`config.mk`:
```
export PLATFORM = sky130hd
export DESIGN_NAME = gpu_dispatcher
export DESIGN_NICKNAME = d
export VERILOG_FILES = /design/src/rtl/gpu_pkg.sv /design/src/rtl/dispatch_timer.sv /design/src/rtl/gpu_dispatcher.sv
export SDC_FILE = /design/constraint.sdc
export NUM_CORES = 1
export LEC_CHECK = 0
export BUFFER_PORTS_ARGS = -buffer_cell sky130_fd_sc_hd__buf_2
export CORE_MARGIN = 3
export CORE_UTILIZATION = 51
export CTS_BUF_LIST = sky130_fd_sc_hd__clkbuf_16
export DETAILED_ROUTE_END_ITERATION = 10
export PLACE_DENSITY = 0.85
export SLEW_MARGIN = 20
export SYNTH_ARGS = -nofsm -noshare
export SYNTH_HDL_FRONTEND = slang
export SYNTH_SLANG_ARGS = --single-unit
```
`constraint.sdc`:
```
create_clock -name clk -period 4.9 [get_ports clk]
set_input_delay 1.47 -clock clk [delete_from_list [all_inputs] [get_ports clk]]
set_output_delay 1.47 -clock clk [all_outputs]
set_load 0.02 [all_outputs]
```
`src/rtl/gpu_pkg.sv`:
```
// Shared types for the GPU command dispatcher: FSM states, opcode and
// error-code constants, and the opcode-to-engine decoder.
package gpu_pkg;

  typedef enum logic [1:0] {
    ST_IDLE  = 2'd0,
    ST_ISSUE = 2'd1,
    ST_WAIT  = 2'd2,
    ST_POP   = 2'd3
  } state_t;

  localparam logic [3:0] OP_NOP  = 4'b0000;
  localparam logic [3:0] OP_LINE = 4'b0100;
  localparam logic [3:0] OP_FILL = 4'b0101;
  localparam logic [3:0] OP_ENG3 = 4'b0110;
  localparam logic [3:0] OP_ARC  = 4'b0111;

  localparam logic [1:0] ERR_NONE    = 2'b00;
  localparam logic [1:0] ERR_ILLEGAL = 2'b01;
  localparam logic [1:0] ERR_TIMEOUT = 2'b10;

  typedef enum logic [1:0] {
    CMD_NOP = 2'd0,
    CMD_ENG = 2'd1,
    CMD_ILL = 2'd2
  } cmd_kind_t;

  typedef struct packed {
    cmd_kind_t  kind;
    logic [1:0] eng;
  } cmd_dec_t;

  // Engine 3 exists only when the instance has more than three engines.
  function automatic cmd_dec_t decode_op(input logic [3:0] op, input int num_eng);
    cmd_dec_t d;
    d.kind = CMD_ILL;
    d.eng  = 2'd0;
    case (op)
      OP_NOP:  d.kind = CMD_NOP;
      OP_LINE: begin d.kind = CMD_ENG; d.eng = 2'd0; end
      OP_FILL: begin d.kind = CMD_ENG; d.eng = 2'd1; end
      OP_ARC:  begin d.kind = CMD_ENG; d.eng = 2'd2; end
      OP_ENG3: begin
        if (num_eng > 32'sd3) begin
          d.kind = CMD_ENG;
          d.eng  = 2'd3;
        end else begin
          d.kind = CMD_ILL;
        end
      end
      default: d.kind = CMD_ILL;
    endcase
    return d;
  endfunction

endpackage

```
`src/rtl/dispatch_timer.sv`:
```
// Watchdog for an in-flight command: counts enabled cycles from a clear and
// flags when the count reaches TIMEOUT_CYC-1.
module dispatch_timer #(
  parameter int TIMEOUT_CYC = 65535
) (
  input  logic clk,
  input  logic rst,
  input  logic clr_i,
  input  logic en_i,
  output logic expire_o
);

  localparam int            CW    = $clog2(TIMEOUT_CYC);
  localparam logic [CW-1:0] LIMIT = CW'(TIMEOUT_CYC - 1);
  localparam logic [CW-1:0] ONE   = CW'(1);

  logic [CW-1:0] cnt_q, cnt_d;

  // Clear wins over count; the counter parks at the limit.
  always_comb begin
    cnt_d = cnt_q;
    if (clr_i) begin
      cnt_d = '0;
    end else if (en_i && (cnt_q != LIMIT)) begin
      cnt_d = cnt_q + ONE;
    end else begin
      cnt_d = cnt_q;
    end
  end

  // Count register.
  always_ff @(posedge clk) begin
    if (rst) begin
      cnt_q <= '0;
    end else begin
      cnt_q <= cnt_d;
    end
  end

  assign expire_o = (cnt_q == LIMIT);

endmodule

```
`src/rtl/gpu_dispatcher.sv`:
```
// Command dispatcher: decodes the command FIFO head, starts the matching draw
// engine, waits for its completion (or watchdog abort) and pops the command.
module gpu_dispatcher
  import gpu_pkg::*;
#(
  parameter int X_BITS      = 10,
  parameter int Y_BITS      = 9,
  parameter int CH_BITS     = 8,
  parameter int NUM_ENG     = 4,
  parameter int TIMEOUT_CYC = 65535
) (
  input  logic               clk,
  input  logic               rst,
  input  logic               fifo_empty_i,
  output logic               pop_o,
  input  logic [3:0]         opcode_i,
  input  logic [X_BITS-1:0]  x1_i,
  input  logic [Y_BITS-1:0]  y1_i,
  input  logic [X_BITS-1:0]  x2_i,
  input  logic [Y_BITS-1:0]  y2_i,
  input  logic [X_BITS-1:0]  rad_i,
  input  logic [2:0]         oct_i,
  input  logic [CH_BITS-1:0] r_i,
  input  logic [CH_BITS-1:0] g_i,
  input  logic [CH_BITS-1:0] b_i,
  input  logic [NUM_ENG-1:0] busy_i,
  input  logic [NUM_ENG-1:0] done_i,
  output logic [NUM_ENG-1:0] run_o,
  output logic [NUM_ENG-1:0] abort_o,
  output logic [X_BITS-1:0]  x1_o,
  output logic [Y_BITS-1:0]  y1_o,
  output logic [X_BITS-1:0]  x2_o,
  output logic [Y_BITS-1:0]  y2_o,
  output logic [X_BITS-1:0]  rad_o,
  output logic [2:0]         oct_o,
  output logic [CH_BITS-1:0] r_o,
  output logic [CH_BITS-1:0] g_o,
  output logic [CH_BITS-1:0] b_o,
  input  logic               clr_err_i,
  output logic               err_o,
  output logic [1:0]         err_code_o,
  output logic               idle_o
);

  localparam logic [NUM_ENG-1:0] ENG_ONE = {{(NUM_ENG-1){1'b0}}, 1'b1};

  state_t             state_q, state_d;
  logic [1:0]         eng_q, eng_d;
  logic [NUM_ENG-1:0] run_q, run_d;
  logic               pop_q, pop_d;
  logic               err_q, err_d;
  logic [1:0]         err_code_q, err_code_d;
  logic [NUM_ENG-1:0] abort_s;
  logic               latch_s, tmr_clr_s, tmr_en_s, tmr_exp_s, set_err_s;
  logic [1:0]         new_code_s;
  cmd_dec_t           dec_s;

  logic [X_BITS-1:0]  x1_q, x2_q, rad_q;
  logic [Y_BITS-1:0]  y1_q, y2_q;
  logic [2:0]         oct_q;
  logic [CH_BITS-1:0] r_q, g_q, b_q;

  assign dec_s = decode_op(opcode_i, NUM_ENG);

  dispatch_timer #(.TIMEOUT_CYC(TIMEOUT_CYC)) u_timer (
    .clk      (clk),
    .rst      (rst),
    .clr_i    (tmr_clr_s),
    .en_i     (tmr_en_s),
    .expire_o (tmr_exp_s)
  );

  // Next state and the pulses that are registered on entry to ISSUE / POP.
  always_comb begin
    state_d    = state_q;
    eng_d      = eng_q;
    run_d      = '0;
    pop_d      = 1'b0;
    abort_s    = '0;
    latch_s    = 1'b0;
    tmr_clr_s  = 1'b0;
    tmr_en_s   = 1'b0;
    set_err_s  = 1'b0;
    new_code_s = err_code_q;
    case (state_q)
      ST_IDLE: begin
        if (fifo_empty_i) begin
          state_d = ST_IDLE;
        end else if (dec_s.kind == CMD_ENG) begin
          if (!busy_i[dec_s.eng]) begin
            state_d = ST_ISSUE;
            eng_d   = dec_s.eng;
            latch_s = 1'b1;
            run_d   = ENG_ONE << dec_s.eng;
          end else begin
            state_d = ST_IDLE;
          end
        end else begin
          state_d = ST_POP;
          pop_d   = 1'b1;
          if (dec_s.kind == CMD_ILL) begin
            set_err_s  = 1'b1;
            new_code_s = ERR_ILLEGAL;
          end else begin
            set_err_s  = 1'b0;
          end
        end
      end
      ST_ISSUE: begin
        tmr_clr_s = 1'b1;
        state_d   = ST_WAIT;
      end
      ST_WAIT: begin
        // Completion is checked before expiry so a coincident done wins.
        if (done_i[eng_q]) begin
          state_d = ST_POP;
          pop_d   = 1'b1;
        end else if (tmr_exp_s) begin
          state_d    = ST_POP;
          pop_d      = 1'b1;
          abort_s    = ENG_ONE << eng_q;
          set_err_s  = 1'b1;
          new_code_s = ERR_TIMEOUT;
        end else begin
          tmr_en_s = 1'b1;
        end
      end
      ST_POP: begin
        state_d = ST_IDLE;
      end
      default: begin
        state_d = ST_IDLE;
      end
    endcase

    if (set_err_s) begin
      err_d = 1'b1;
    end else if (clr_err_i) begin
      err_d = 1'b0;
    end else begin
      err_d = err_q;
    end
    err_code_d = new_code_s;
  end

  // Control registers.
  always_ff @(posedge clk) begin
    if (rst) begin
      state_q    <= ST_IDLE;
      eng_q      <= 2'd0;
      run_q      <= '0;
      pop_q      <= 1'b0;
      err_q      <= 1'b0;
      err_code_q <= ERR_NONE;
    end else begin
      state_q    <= state_d;
      eng_q      <= eng_d;
      run_q      <= run_d;
      pop_q      <= pop_d;
      err_q      <= err_d;
      err_code_q <= err_code_d;
    end
  end

  // Shared operand bus; arcs are centred on the head's second point.
  always_ff @(posedge clk) begin
    if (rst) begin
      x1_q <= '0; y1_q <= '0; x2_q <= '0; y2_q <= '0; rad_q <= '0;
      oct_q <= 3'd0; r_q <= '0; g_q <= '0; b_q <= '0;
    end else if (latch_s) begin
      x1_q  <= (opcode_i == OP_ARC) ? x2_i : x1_i;
      y1_q  <= (opcode_i == OP_ARC) ? y2_i : y1_i;
      x2_q  <= x2_i;
      y2_q  <= y2_i;
      rad_q <= rad_i;
      oct_q <= oct_i;
      r_q   <= r_i;
      g_q   <= g_i;
      b_q   <= b_i;
    end else begin
      x1_q <= x1_q; y1_q <= y1_q; x2_q <= x2_q; y2_q <= y2_q; rad_q <= rad_q;
      oct_q <= oct_q; r_q <= r_q; g_q <= g_q; b_q <= b_q;
    end
  end

  // Abort must see done_i in the expiry cycle itself, so it is not registered.
  assign abort_o    = rst ? '0 : abort_s;
  assign run_o      = run_q;
  assign pop_o      = pop_q;
  assign err_o      = err_q;
  assign err_code_o = err_code_q;
  assign idle_o     = (state_q == ST_IDLE);
  assign x1_o  = x1_q;
  assign y1_o  = y1_q;
  assign x2_o  = x2_q;
  assign y2_o  = y2_q;
  assign rad_o = rad_q;
  assign oct_o = oct_q;
  assign r_o   = r_q;
  assign g_o   = g_q;
  assign b_o   = b_q;

endmodule

```
==> flow_summary_export.csv, run 1 <==
group,metric,value,unit
outcome,status,"finished clean",
cts,cts_hold_buf,0,
floorplanning,die_area,0.00936,mm2
cts,clockBufferDepth,2,
route,drc_errors,0,
pwr,p_total,2.00,mW
pwr,p_leak,2.42,nW
pwr,vdd_drop_max,0.231,mV
route,firstDrtPassIters,4,
cts,cts-root-buf,"clkbuf_16",
min_path,min_path_type,"flip-flop to flip-flop",
route,via_per_inst,5.34,
timing,tightestPinTransition,1030,ps
route,antenna_left,0,
route,wl_per_cell,14.7,um
global_route,grt_max_degree,90,
logic_synthesis,synth_edf_count,0,
timing,hold_viol_final,0,
timing,setup_violations,0,
timing,fin_crit_sh,89.8,%
layout,syn2layout_area_growth,30.1,%
logic_synthesis,synth_area,0.00420,mm2
timing,post-route-min-period,4400,ps
cts,cts_sinks,103,
route,num_vias,4146,
cts,clock_latency,340,ps
global_route,grt_overflow_total,0,
layout,mostFrequentLayoutCells,"buf_2, nand2_1, dfxtp_1",
logic_synthesis,yosys.area.top_type,"dfxtp_1",
floorplanning,io_pins,179,
worst_setup_path,reg2reg_depth,6,
route,drt_iter0_drc,132,
cts,cts.repair.resized,0,
route,met2_length,5.87,mm
placement,place_hpwl,8.10,mm
global_route,grt_pass1_wl,18.3,mm
layout,drive_gt1_share,31.3,%
layout,final_common_cell,"buf_2",
min_path,whs_path_depth,2,
min_path,hold_end,"y2_o[2]",
global_route,track_usage,23.2,%
layout,antennaDiodeCount,0,
timing,fmaxAchievable,227,MHz
layout,nets,765,
placement,portBuffers,178,
global_route,grt_pass1_vias,4062,
logic_synthesis,yosys-top-cells-area,"dfxtp_1, nand2_1, a21oi_1",
worst_setup_path,crit_arrival,2930,ps
floorplanning,die_x,96.8,um
floorplanning,design.core.area,0.00785,mm2
timing,rsz0062_at_grt,"no",
floorplanning,initial_utilization,53.5,%
cts,post_cts_buffers,0,
logic_synthesis,yosysTopAreaCellShare,49.1,%
cts,clk_pin_slew,80,ps
logic_synthesis,synth_flop_cell,"dfxtp_1",
layout,instances_no_fill,776,
global_route,antenna_found_initial,0,
logic_synthesis,netlist_instances,507,
logic_synthesis,ys_types,40,
worst_setup_path,reg2reg_from,"eng_q[0]",
logic_synthesis,yosysSeqAreaShare,49.1,%
run,drv_cap,0,
logic_synthesis,synth-seq-cells,103,
placement,routabilityCongestion,0.842,
worst_setup_path,critPathMaxFanout,2,
logic_synthesis,syn_area_per_cell,8.28,um2
worst_setup_path,crit_type,"input port to output port",
worst_setup_path,required,3430,ps
logic_synthesis,synth_nets,603,
timing,tns,0,ps
pwr,powerDensity,366,mW/mm2
timing,slew_headroom,30.8,%
route,drt_wl_total,11.4,mm
cts,cts_tree,"yes",
logic_synthesis,yosysWarnings,0,
worst_setup_path,reg2reg_to,"u_timer.cnt_q[13]",
route,wl_met3,836,um
route,route.layer.met1.wl,4.45,mm
min_path,holdCritStartpoint,"y2_o[2]",
route,top_layer_used,"met4",
floorplanning,die_y,96.8,um
placement,placed_cells,759,
cts,htreeDepth,3,
layout,fillers,647,
timing,finClkSkew,14.0,ps
worst_setup_path,r2r_slack,2560,ps
worst_setup_path,critPathLaunchType,"input port",
logic_synthesis,async_flop_share,0,%
worst_setup_path,crit_path_end_kind,"output port",
timing,slew_viol_final,0,
floorplanning,rows,32,
cts,cts_inserted_buffers,9,
[worst max-delay path, cell delays in order]
cell and delay (ps):
buf_2 100, mux2_4 270, o22a_1 220, or4_1 520, nor3_1 150, buf_2 190
[worst max path at each step]
stage                         start         end  slack (ps)
after floorplan           done_i[2]  abort_o[0]         260
after global placement    done_i[2]  abort_o[2]         550
after detailed placement  done_i[2]  abort_o[2]         510
after CTS                 done_i[2]  abort_o[2]         500
after global routing      done_i[2]  abort_o[2]         400
final                     done_i[2]  abort_o[2]         500
[cells in the mapped netlist (2+ instances only)]
cell type	number
clkbuf_1	26
nor2b_1	3
nand4_1	5
mux2i_1	20
nand2b_1	5
o21ai_0	6
or2_2	2
and2_1	2
nor4_1	6
o31ai_1	3
nand3_1	5
buf_2	6
a21oi_1	71
nor3_1	8
dfxtp_1	103
xnor2_1	8
nand2_1	125
or4_1	5
a211oi_1	25
or3_1	5
inv_1	6
ha_1	5
nor2_1	40
[state kept, by name, indices dropped and copies added, names as in the netlist, 2 cells and up]
register,count
b_o,8
eng_q,2
err_code_o,2
g_o,8
oct_o,3
r_o,8
rad_o,10
run_o,4
state_q,2
u_timer.cnt_q,16
x1_o,10
x2_o,10
y1_o,9
y2_o,9
[logic make-up (layout without fill, tap and decap cells)]
kind of cell,after synthesis,count (layout),synth area share [%]
AND/OR/NAND/NOR,214,214,22.0
adder cells (fa/ha/maj),5,5,1.49
multiplexers,23,23,5.93
XOR/XNOR,9,9,1.88
AO/OA/AOI/OAI,114,114,16.0
buffers and inverters,39,206,3.66
flip-flops,103,103,49.1
[final cells by class]
class / instances / area [um2] / share of cell area, %
clock inverter: 7 / 87.6 / 1.60
inverter: 6 / 22.5 / 0.412
multi-input combinational: 365 / 1990 / 36.4
sequential: 103 / 2060 / 37.7
tap: 102 / 128 / 2.34
clock buffer: 9 / 225 / 4.12
timing repair buffer: 184 / 948 / 17.4
[power breakdown]
group / total, mW / internal, mW / switching [mW]
clock: 0.745 / 0.407 / 0.338
combinational: 0.349 / 0.128 / 0.220
sequential: 0.907 / 0.881 / 0.0261
[layer usage]
layer	global-route usage, %	vias up
met4	8.86	0
met5	0	-
met1	25.3	1924
met3	7.28	18
met2	41.8	148
li1	-	2056
[metrics by stage]
step / hold slack [ps] / worst slack (ps) / utilization, % / area (um2)
floorplan: 448 / 264 / - / 4200
global placement: 438 / 554 / 65.4 / 5130
detailed placement: 443 / 506 / 65.4 / 5130
CTS: 454 / 503 / 69.4 / 5440
global route: 470 / 401 / 69.6 / 5460
finish: 451 / 502 / 69.6 / 5460
(Power assumes the default switching activity.)
==> run 2, diff against run 1 <==
==> constraint.sdc (replaced) <==
create_clock -name clk -period 5.48 [get_ports clk]
set_input_delay 1.644 -clock clk [delete_from_list [all_inputs] [get_ports clk]]
set_output_delay 1.644 -clock clk [all_outputs]
set_load 0.02 [all_outputs]
==> run 2 against run 1 <==
Clock skew down 5.2 ps. Core utilization down 0.73 points. Design area down 1.1%.
==> flow_summary_export.csv, run 2 (synthesis results as in run 1) <==
group,metric,value,unit
outcome,status,"finished clean",
placement,routabilityCongestion,0.843,
cts,cts_sinks,103,
worst_setup_path,crit_chain,"buf_2 -> mux2_4 -> o22a_1 -> or4_1 -> nor3_1 -> buf_2",
cts,cts_inserted_buffers,9,
worst_setup_path,worst-path-buf-inv,2,
run,drv_cap,0,
global_route,track_usage,23.9,%
floorplanning,die_area,0.00936,mm2
timing,slew_headroom,28.9,%
pwr,switchingPower,0.510,mW
layout,antennaDiodeCount,0,
timing,hold_viol_final,0,
route,drc_errors,0,
worst_setup_path,cpMostUsedCell,"buf_2",
global_route,grt_pass1_vias,4145,
route,top_layer_used,"met4",
floorplanning,die_x,96.8,um
cts,cts-root-buf,"clkbuf_16",
layout,mostFrequentLayoutCells,"buf_2, nand2_1, dfxtp_1",
cts,clock_latency,340,ps
floorplanning,design.core.area,0.00785,mm2
pwr,p_int,1.21,mW
worst_setup_path,crit_path_end_kind,"output port",
cts,cts_hold_buf,0,
cts,htreeDepth,3,
layout,largest_register,"u_timer.cnt_q",
cts,post_cts_buffers,0,
route,firstDrtPassIters,4,
pwr,powerDensity,318,mW/mm2
pwr,combPwrFrac,17.8,%
min_path,whs_path_depth,2,
cts,clk_pin_slew,70,ps
min_path,min_path_type,"flip-flop to flip-flop",
timing,fin_crit_sh,90.2,%
global_route,grt_max_degree,90,
min_path,holdCritStartpoint,"y2_o[2]",
global_route,antenna_found_initial,0,
pwr,p_total,1.72,mW
timing,tightestPinTransition,1060,ps
timing,finalHoldWorstSlack,451,ps
cts,cts.repair.resized,0,
floorplanning,initial_utilization,53.5,%
route,wl_per_cell,14.5,um
pwr,clkPwrFrac,35.1,%
timing,fmaxAchievable,202,MHz
worst_setup_path,crit_slowest_cell,"or4_1",
route,via_per_inst,5.31,
timing,finClkSkew,8.74,ps
global_route,grt_overflow_total,0,
worst_setup_path,crit_arrival,3300,ps
route,met2_length,5.82,mm
worst_setup_path,reg2reg_from,"eng_q[0]",
pwr,power_switching_share,29.6,%
worst_setup_path,crit_type,"input port to output port",
timing,rsz0062_at_grt,"no",
timing,tns,0,ps
pwr,p_leak,2.39,nW
timing,setup_violations,0,
floorplanning,die_y,96.8,um
timing,slew_viol_final,0,
layout,fillers,673,
layout,nets,763,
worst_setup_path,critPathLaunchType,"input port",
route,drt_iter0_drc,133,
worst_setup_path,reg2reg_depth,5,
cts,cts_tree,"yes",
layout,drive_gt1_share,31.0,%
worst_setup_path,critical_path.max_stage_delay,580,ps
layout,final_common_cell,"buf_2",
pwr,seq_power_share,47.1,%
global_route,grt_pass1_wl,18.8,mm
floorplanning,io_pins,179,
worst_setup_path,critPathMaxFanout,13,
pwr,vdd_drop_max,0.219,mV
worst_setup_path,r2r_slack,3090,ps
route,num_vias,4110,
route,route.layer.met1.wl,4.21,mm
layout,syn2layout_area_growth,28.7,%
worst_setup_path,worst-path-stages,6,
worst_setup_path,cp_top_family,"simple AND/OR/NAND/NOR gates",
route,antenna_left,0,
route,wl_met3,891,um
layout,largest_reg_flops,16,
worst_setup_path,reg2reg_to,"u_timer.cnt_q[13]",
timing,post-route-min-period,4950,ps
route,drt_wl_total,11.2,mm
cts,clockBufferDepth,2,
worst_setup_path,required,3840,ps
floorplanning,rows,32,
placement,place_hpwl,8.25,mm
placement,portBuffers,178,
min_path,hold_end,"y2_o[2]",
[run 2: cell types whose count changed in the layout (fill, tap and decap cells not counted), sizes merged]
| cell | previous run | this run |
|---|---|---|
| bufinv | 1 | 0 |
| buf | 184 | 182 |
| clkinv | 2 | 3 |
[run 2: worst register-to-register path: stages, from the launching register on]
cell and delay, ps:
dfxtp_1 450, mux2_2 390, o22a_1 360, or4_4 620, or3_1 360, a21oi_1 150
[run 2: worst max path at each step]
stage              start          to  slack [ps]
4_1_cts        done_i[2]  abort_o[0]         550
5_1_grt        done_i[2]  abort_o[0]         430
2_1_floorplan  done_i[2]  abort_o[0]         500
3_3_place_gp   done_i[2]  abort_o[2]         590
3_5_place_dp   done_i[2]  abort_o[0]         540
6_report       done_i[2]  abort_o[0]         530
[run 2: power groups by stage]
| stage | Clock [mW] | Combinational, mW | Sequential (mW) |
|---|---|---|---|
| floorplan | 0 | 0.163 | 0.862 |
| global placement | 0 | 0.296 | 0.825 |
| detailed placement | 0 | 0.307 | 0.828 |
| CTS | 0.610 | 0.307 | 0.811 |
| global route | 0.649 | 0.339 | 0.816 |
| finish | 0.604 | 0.307 | 0.811 |
[run 2: cell type report]
cell class	instances	area, um2	area share (%)
Sequential cell	103	2060	38.1
Multi-Input combinational cell	365	1990	36.9
Timing Repair Buffer	182	921	17.0
Clock buffer	9	225	4.17
Tap cell	102	128	2.36
Clock inverter	7	53.8	0.995
Inverter	6	22.5	0.417
[run 2: stage by stage]
stage / area (um2) / setup WS (ps) / util [%] / instances
after floorplan: 4200 / 496 / - / 507
after global placement: 5120 / 594 / 65.3 / 758
after detailed placement: 5120 / 543 / 65.3 / 758
after CTS: 5400 / 550 / 68.8 / 774
after global routing: 5410 / 431 / 68.9 / 774
final: 5410 / 534 / 68.9 / 774
[run 2: routing by layer]
| layer | track usage, % | vias up |
|---|---|---|
| met4 | 9.72 | 0 |
| li1 | - | 2054 |
| met3 | 7.86 | 24 |
| met5 | 0 | - |
| met1 | 24.9 | 1896 |
| met2 | 43.8 | 136 |
==> run 3, diff against run 2 <==
--- a/config.mk
+++ b/config.mk
@@ -6,11 +6,13 @@
 export NUM_CORES = 1
 export LEC_CHECK = 0
 export BUFFER_PORTS_ARGS = -buffer_cell sky130_fd_sc_hd__buf_2
+export CELL_PAD_IN_SITES_DETAIL_PLACEMENT = 1
+export CELL_PAD_IN_SITES_GLOBAL_PLACEMENT = 1
 export CORE_MARGIN = 3
-export CORE_UTILIZATION = 51
+export CORE_UTILIZATION = 36
 export CTS_BUF_LIST = sky130_fd_sc_hd__clkbuf_16
 export DETAILED_ROUTE_END_ITERATION = 10
-export PLACE_DENSITY = 0.85
+export PLACE_DENSITY = 0.84
 export SLEW_MARGIN = 20
 export SYNTH_ARGS = -nofsm -noshare
 export SYNTH_HDL_FRONTEND = slang
==> run 3 against run 2 <==
Sequential cell count unchanged. Setup slack better by 170 ps. Power up 2.1%. Highest routed layer is now met5. Sequential power about the same. Critical path depth unchanged. Largest power group unchanged.
==> flow_summary_export.csv, run 3 (synthesis results as in run 1) <==
group,metric,value,unit
timing,slew_headroom,32.6,%
cts,cts_inserted_buffers,9,
layout,largest_reg_flops,16,
layout,final_common_cell,"buf_2",
layout,drive_gt1_share,31.0,%
layout,fillers,1417,
cts,cts_sinks,103,
global_route,grt_pass1_vias,4466,
floorplanning,design.core.area,0.0111,mm2
route,via_per_inst,5.11,
timing,tns,0,ps
timing,fmaxAchievable,209,MHz
timing,setup_violations,0,
route,antenna_left,0,
run,drv_cap,0,
timing,fin_crit_sh,87.2,%
route,drt_iter0_drc,119,
global_route,grt_use_met3,8.65,%
layout,syn2layout_area_growth,30.2,%
floorplanning,die_y,114,um
floorplanning,io_pins,179,
floorplanning,die_x,114,um
pwr,vdd_drop_max,0.147,mV
pwr,p_leak,2.40,nW
global_route,track_usage,20.4,%
placement,routabilityCongestion,0.809,
timing,rsz0062_at_grt,"no",
placement,place_hpwl,9.77,mm
route,drt_wl_total,13.2,mm
layout,antennaDiodeCount,0,
placement,portBuffers,178,
cts,cts_tree,"yes",
min_path,min_path_type,"flip-flop to flip-flop",
global_route,antenna_found_initial,1,
timing,finClkSkew,7.19,ps
cts,cts.repair.resized,0,
worst_setup_path,critPathLaunchType,"input port",
timing,slew_viol_final,0,
floorplanning,rows,38,
worst_setup_path,crit_arrival,3130,ps
floorplanning,initial_utilization,37.8,%
timing,hold_viol_final,0,
worst_setup_path,crit_path_end_kind,"output port",
worst_setup_path,required,3840,ps
cts,cts-root-buf,"clkbuf_16",
worst_setup_path,critPathMaxFanout,2,
cts,htreeDepth,3,
route,wl_per_cell,16.2,um
timing,post-route-min-period,4780,ps
global_route,grt_overflow_total,0,
outcome,status,"finished clean",
cts,clockBufferDepth,2,
global_route,met1_usage,21.4,%
layout,mostFrequentLayoutCells,"buf_2, nand2_1, dfxtp_1",
route,firstDrtPassIters,4,
cts,clock_latency,350,ps
cts,clk_pin_slew,70,ps
route,num_vias,4153,
layout,largest_register,"u_timer.cnt_q",
layout,nets,764,
timing,tightestPinTransition,1000,ps
worst_setup_path,crit_type,"input port to output port",
pwr,powerDensity,322,mW/mm2
global_route,grt_busiest_layer,"met2",
global_route,use_met2,36.6,%
global_route,grt_max_degree,90,
route,drc_errors,0,
cts,cts_hold_buf,0,
floorplanning,die_area,0.0130,mm2
pwr,p_total,1.76,mW
global_route,grt_pass1_wl,21.3,mm
cts,post_cts_buffers,0,
==> run 3: changes by cell type in the layout (fill, tap and decap cells not counted), sizes merged <==
cell,change
clkinv,+1
clkinvlp,-1
bufinv,+1
inv,-2
buf,+1
==> run 3: where the power goes <==
part           internal (mW)  total, mW  switching (mW)
logic                  0.114      0.316           0.203
clock network          0.351      0.631           0.280
registers              0.788      0.811          0.0230
==> run 3: cell type report <==
class	instances	area, um2	area share, %
clock inverters	6	61.3	1.12
flip-flops and latches	103	2060	37.7
repair buffers	183	928	17.0
well taps	140	175	3.20
clock buffers	9	225	4.12
multi-input cells	365	1990	36.5
inverters	6	22.5	0.412
==> run 3: final timing paths <==
kind         startpoint                 to  slack (ps)  depth (start not counted)
min reg2reg      b_o[5]             b_o[5]         460                          2
min              b_o[5]             b_o[5]         460                          2
max           done_i[2]         abort_o[0]         700                          6
max reg2reg    eng_q[0]  u_timer.cnt_q[13]        3140                          6
==> run 3: critical path, stage by stage <==
cell and delay (ps):
buf_2 100, mux2_4 260, o22a_1 230, or4_1 540, nor3_1 160, buf_2 190
==> run 3: metrics by stage <==
stage	std cells	worst slack, ps	util (%)	instance area (um2)	hold WS, ps
after floorplan	507	496	-	4200	448
after global placement	797	773	46.5	5180	440
after detailed placement	797	676	46.6	5180	447
after CTS	812	669	49.2	5470	457
after global routing	812	587	49.2	5470	476
final	812	702	49.2	5470	456
==> run 3: routing by layer <==
| metal | wire length (um) | up-vias |
|---|---|---|
| met4 | 223 | 2 |
| met5 | 13 | - |
| met2 | 6670 | 128 |
| li1 | - | 2049 |
| met1 | 5000 | 1957 |
| met3 | 1260 | 17 |
